`src/rtl/priv_ext_if.sv`:
```
// CSR handshake between the privileged unit and an extension CSR file.
// The extension decodes csr_addr and answers combinationally in the same cycle.
interface priv_ext_if;
   logic [11:0] csr_addr;
   logic [31:0] value_in;
   logic        csr_active;
   logic        ack;
   logic        invalid_csr;
   logic [31:0] value_out;

   modport ext (
      input  csr_addr, value_in, csr_active,
      output ack, invalid_csr, value_out
   );

   modport priv (
      output csr_addr, value_in, csr_active,
      input  ack, invalid_csr, value_out
   );
endinterface

```
`src/rtl/priv_ext_hpm.sv`:
```
// Hardware performance-monitor CSRs: counters 3..(2+NUM_COUNTERS), their event
// selectors and read-only user shadows, reached through the extension CSR port.
module priv_ext_hpm #(
   parameter int NUM_COUNTERS = 4,
   parameter int NUM_EVENTS   = 8
) (
   input  logic                    CLK,
   input  logic                    nRST,
   priv_ext_if.ext                 ext_if,
   input  logic [NUM_EVENTS-1:0]   events,
   input  logic [NUM_COUNTERS-1:0] inhibit
);

   logic [63:0]             cnt [NUM_COUNTERS];
   logic [NUM_EVENTS-1:0]   sel [NUM_COUNTERS];
   logic [NUM_EVENTS-1:0]   events_q;

   logic [NUM_COUNTERS-1:0] hit_mlo, hit_mhi, hit_sel, hit_ulo, hit_uhi;
   logic [NUM_COUNTERS-1:0] wr_lo, wr_hi, wr_sel, inc;
   logic [31:0]             rd_data;

   always_comb begin
      hit_mlo = '0;
      hit_mhi = '0;
      hit_sel = '0;
      hit_ulo = '0;
      hit_uhi = '0;
      for (int i = 0; i < NUM_COUNTERS; i++) begin
         hit_mlo[i] = (ext_if.csr_addr == 12'(12'hB03 + i));
         hit_mhi[i] = (ext_if.csr_addr == 12'(12'hB83 + i));
         hit_sel[i] = (ext_if.csr_addr == 12'(12'h323 + i));
         hit_ulo[i] = (ext_if.csr_addr == 12'(12'hC03 + i));
         hit_uhi[i] = (ext_if.csr_addr == 12'(12'hC83 + i));
      end
   end

   assign wr_lo  = hit_mlo & {NUM_COUNTERS{ext_if.csr_active}};
   assign wr_hi  = hit_mhi & {NUM_COUNTERS{ext_if.csr_active}};
   assign wr_sel = hit_sel & {NUM_COUNTERS{ext_if.csr_active}};

   // One increment per cycle no matter how many selected events fired.
   always_comb begin
      inc = '0;
      for (int i = 0; i < NUM_COUNTERS; i++) begin
         inc[i] = (|(sel[i] & events_q)) && !inhibit[i];
      end
   end

   always_comb begin
      rd_data = '0;
      for (int i = 0; i < NUM_COUNTERS; i++) begin
         if (hit_mlo[i] || hit_ulo[i]) rd_data = cnt[i][31:0];
         if (hit_mhi[i] || hit_uhi[i]) rd_data = cnt[i][63:32];
         if (hit_sel[i])               rd_data = 32'(sel[i]);
      end
   end

   assign ext_if.ack         = |{hit_mlo, hit_mhi, hit_sel, hit_ulo, hit_uhi};
   assign ext_if.value_out   = rd_data;
   assign ext_if.invalid_csr = ext_if.csr_active && (|{hit_ulo, hit_uhi});

   always_ff @(posedge CLK or negedge nRST) begin
      if (!nRST) begin
         events_q <= '0;
      end else begin
         events_q <= events;
      end
   end

   // A CSR write to either half wins over the increment for that cycle.
   always_ff @(posedge CLK or negedge nRST) begin
      if (!nRST) begin
         for (int i = 0; i < NUM_COUNTERS; i++) begin
            cnt[i] <= '0;
            sel[i] <= '0;
         end
      end else begin
         for (int i = 0; i < NUM_COUNTERS; i++) begin
            if (wr_lo[i]) begin
               cnt[i][31:0] <= ext_if.value_in;
            end else if (wr_hi[i]) begin
               cnt[i][63:32] <= ext_if.value_in;
            end else if (inc[i]) begin
               cnt[i] <= cnt[i] + 64'd1;
            end
            if (wr_sel[i]) begin
               sel[i] <= NUM_EVENTS'(ext_if.value_in);
            end
         end
      end
   end

endmodule
```
`src/flat_wrapper.sv`:
```
// flat-port wrapper written by rule: the top's interface ports become plain ports
module priv_ext_hpm_flat 
#(
   parameter int NUM_COUNTERS = 4,
   parameter int NUM_EVENTS   = 8
)
  (CLK, nRST, events, inhibit, ext_if_csr_addr, ext_if_value_in, ext_if_csr_active, ext_if_ack, ext_if_invalid_csr, ext_if_value_out);
  priv_ext_if ext_if_i ();
  input  logic CLK;
  input  logic nRST;
  input  logic [NUM_EVENTS-1:0] events;
  input  logic [NUM_COUNTERS-1:0] inhibit;
  input wire logic [$bits(ext_if_i.csr_addr)-1:0] ext_if_csr_addr;
  input wire logic [$bits(ext_if_i.value_in)-1:0] ext_if_value_in;
  input wire logic [$bits(ext_if_i.csr_active)-1:0] ext_if_csr_active;
  output wire logic [$bits(ext_if_i.ack)-1:0] ext_if_ack;
  output wire logic [$bits(ext_if_i.invalid_csr)-1:0] ext_if_invalid_csr;
  output wire logic [$bits(ext_if_i.value_out)-1:0] ext_if_value_out;
  assign ext_if_i.csr_addr = ext_if_csr_addr;
  assign ext_if_i.value_in = ext_if_value_in;
  assign ext_if_i.csr_active = ext_if_csr_active;
  assign ext_if_ack = ext_if_i.ack;
  assign ext_if_invalid_csr = ext_if_i.invalid_csr;
  assign ext_if_value_out = ext_if_i.value_out;
  priv_ext_hpm #(.NUM_COUNTERS(NUM_COUNTERS), .NUM_EVENTS(NUM_EVENTS)) u_core (.CLK(CLK), .nRST(nRST), .ext_if(ext_if_i), .events(events), .inhibit(inhibit));
endmodule
```
`config.mk`:
```
export PLATFORM = sky130hd
export DESIGN_NAME = priv_ext_hpm_flat
export DESIGN_NICKNAME = d
export VERILOG_FILES = /design/src/rtl/priv_ext_if.sv /design/src/rtl/priv_ext_hpm.sv /design/src/flat_wrapper.sv
export SDC_FILE = /design/constraint.sdc
export NUM_CORES = 1
export LEC_CHECK = 0
export CORE_MARGIN = 2
export CORE_UTILIZATION = 45
export CTS_BUF_LIST = sky130_fd_sc_hd__clkbuf_16
export DETAILED_ROUTE_END_ITERATION = 10
export PLACE_DENSITY = 0.65
export SLEW_MARGIN = 30
export SYNTH_ARGS = -nofsm -noshare
export SYNTH_HDL_FRONTEND = slang
export SYNTH_SLANG_ARGS = --single-unit
```
`constraint.sdc`:
```
create_clock -name CLK -period 2.7 [get_ports CLK]
set_input_delay 0.27 -clock CLK [delete_from_list [all_inputs] [get_ports CLK]]
set_output_delay 0.27 -clock CLK [all_outputs]
set_load 0.01 [all_outputs]
```
==> flow_summary.ini <==
[outcome]
status = finished with violations
violations = setup timing

[finish]
instances_no_fill = 3371
area_growth_pct = 31.4
fin_area_um2 = 26200
post_route_cells_drive_above_1_share_pct = 24.2
layout.nets = 2814

[timing]
max_freq_mhz = 367
clock_skew_ns = 0.0218
maxSlewViolCount = 0
period_share_pct = 101
layout_setup_ws_ns = -0.0255
hold_viol_final = 0
fin_setup_tns_ns = -0.0281
rsz0062_at_grt = yes
min_period_ns = 2.73
tightest_slew_ns = 1.10
finalSetupViolations = 2
relSlewSlack_pct = 26.1

[synth]
syn_avg_cell_area_um2 = 8.50
ys.warnings.count = 0
synth.ff_latch_count = 296
netlist_top_cells_area = dfrtp_1, nand2_1, nand3_1
yosysTopAreaCell = dfrtp_1
synth.top_cell.area_share_pct = 37.1
synth_common_cells = nand2_1, dfrtp_1, nand3_1
synth_nets = 2411
synthCells = 2348
synthFlopType = dfrtp_1
synth_most_common_cell = nand2_1
ys_async_sr_fraction_pct = 100
seq_area_frac_synth_pct = 37.1
synth.distinct_cells = 89
syn_area_um2 = 20000
synth_edf_count = 0

[power]
p_leak_nw = 10.8
power_mw = 10.9
ir_drop_mv = 0.447
power_density_nw_per_um2 = 415

[grt]
antenna_found_initial = 1
grt_max_degree = 82
grt_overflow = 0
grt_pass1_vias = 21500
grt_usage_pct = 42.1
grt_first_pass_wirelength_um = 144000

[route]
via_count = 22800
via_per_inst = 6.77
drtAntennaViolNets = 0
wl_per_cell_um = 29.4
drtIter0Drc = 3396
drc = 0
drt_wl_total_um = 99000
drt_first_pass_iters = 9

[floorplan]
core_area_um2 = 44000
row_count = 77
dieArea_um2 = 46100
die_w_um = 215
io_pins = 93
start_util_pct = 45.3
dieHeight_um = 215

[placement]
place_ws_ns = -0.777
dpl_cell_area_um2 = 24500
post-place-cells = 3261
finalWeightedCongestion = 1.04
hpwl_um = 75100
numPortBuffers = 92

[clock_network]
cts_htree_levels = 2
clock_latency_ns = 0.58
clock_path_buffers = 3
cts_tree = done
cts-root-buf = clkbuf_16
clk_pin_slew_ns = 0.07
clock-sinks = 296
cts-buffers-inserted = 39

[critical_path]
cp-start-kind = input port
crit_fanout = 10
worstSetupEndpointType = output port
required_ns = 2.43
path_class = in -> out
critical_path_arrival_ns = 2.46

[flow_run]
cap_violations = 0

[min_path]
min_path_type = in -> reg
## worst max-delay path, cell delays in order
cell	delay, ns
buf_6	0.09
or4b_4	0.57
buf_12	0.17
buf_4	0.14
a2111oi_4	0.19
buf_6	0.19
buf_12	0.16
a222oi_1	0.08
o211ai_1	0.19
a221o_1	0.23
buf_2	0.16
## power by group
group,switching (mW),internal (mW)
combinational,0.530,0.313
sequential,0.127,4.51
clock,2.19,3.22
## worst paths after layout
path / slack [ns] / start / depth (start not counted) / to
max: -0.03 / ext_if_csr_addr[5] / 11 / ext_if_value_out[8]
min: 0.14 / events[2] / 1 / u_core.events_q[2]
max reg2reg: 0.08 / u_core.events_q[0] / 7 / u_core.cnt[95]
min reg2reg: 0.54 / u_core.cnt[235] / 1 / u_core.cnt[235]
max in group asynchronous: 1.52 / nRST / 3 / u_core.cnt[129]
min in group asynchronous: 0.28 / nRST / 2 / u_core.cnt[251]
## routing by layer
layer  GRT usage [%]  wire length, um  vias up
li1                -                -     9791
met1            57.5            40600    11100
met2            61.9            41400     1578
met3            8.70            10200      341
met4            24.0             6740        2
met5               0               16        -
## layout by cell type (no fill, tap or decap), types with 41 or more instances in the layout
| master | count |
|---|---|
| buf_4 | 378 |
| nand2_1 | 308 |
| dfrtp_1 | 295 |
| nand3_1 | 144 |
| nor2_1 | 137 |
| o21ai_0 | 137 |
| nand4_1 | 96 |
| a22oi_1 | 75 |
| a21oi_1 | 74 |
| and3_1 | 73 |
| nor3_1 | 65 |
| xor2_1 | 63 |
| xnor2_1 | 63 |
| mux2_2 | 50 |
| clkdlybuf4s50_1 | 47 |
| clkbuf_16 | 42 |
| buf_12 | 42 |
| a222oi_1 | 41 |
## cells by family (layout without fill, tap and decap cells)
logic type	Yosys count	after routing	share of synthesized area, %
muxes	71	71	3.87
AOI/OAI and AO/OA	610	610	21.9
and+or+nand+nor	1043	1045	27.2
adders and majority gates	4	4	0.251
DFF	296	296	37.1
xor gates and xnor gates	126	126	5.53
buffers and inverters	198	626	4.16
other	0	1	0
## sequential cells by signal, summed over array words and instances, names as in the netlist
signal and flops:
u_core.cnt 256, u_core.sel 32, u_core.events_q 8
## through the flow
| step | hold slack (ns) | util (%) |
|---|---|---|
| floorplan | -0.0256 | - |
| global placement | 0.348 | 55.7 |
| detailed placement | 0.354 | 55.7 |
| CTS | 0.132 | 59.5 |
| global route | 0.137 | 59.6 |
| finish | 0.143 | 59.6 |
## repair_timing
item	4_1_cts	5_1_grt
cloned	5	3
setup buffers	29	9
setup endpoints to repair	33	40
hold buffers	1	0
resized for setup	156	54
pin swaps	31	28
hold endpoints to repair	73	0
## cell type report
| cell class | count | area [um^2] |
|---|---|---|
| fill | 3951 | 17800 |
| multi-input combinational | 1856 | 12000 |
| sequential | 296 | 7410 |
| timing repair buffer | 532 | 4710 |
| clock buffer | 41 | 1030 |
| tap | 592 | 741 |
| clock inverter | 27 | 259 |
| inverter | 26 | 97.6 |
| antenna | 1 | 2.50 |
(Power assumes the default switching activity.)
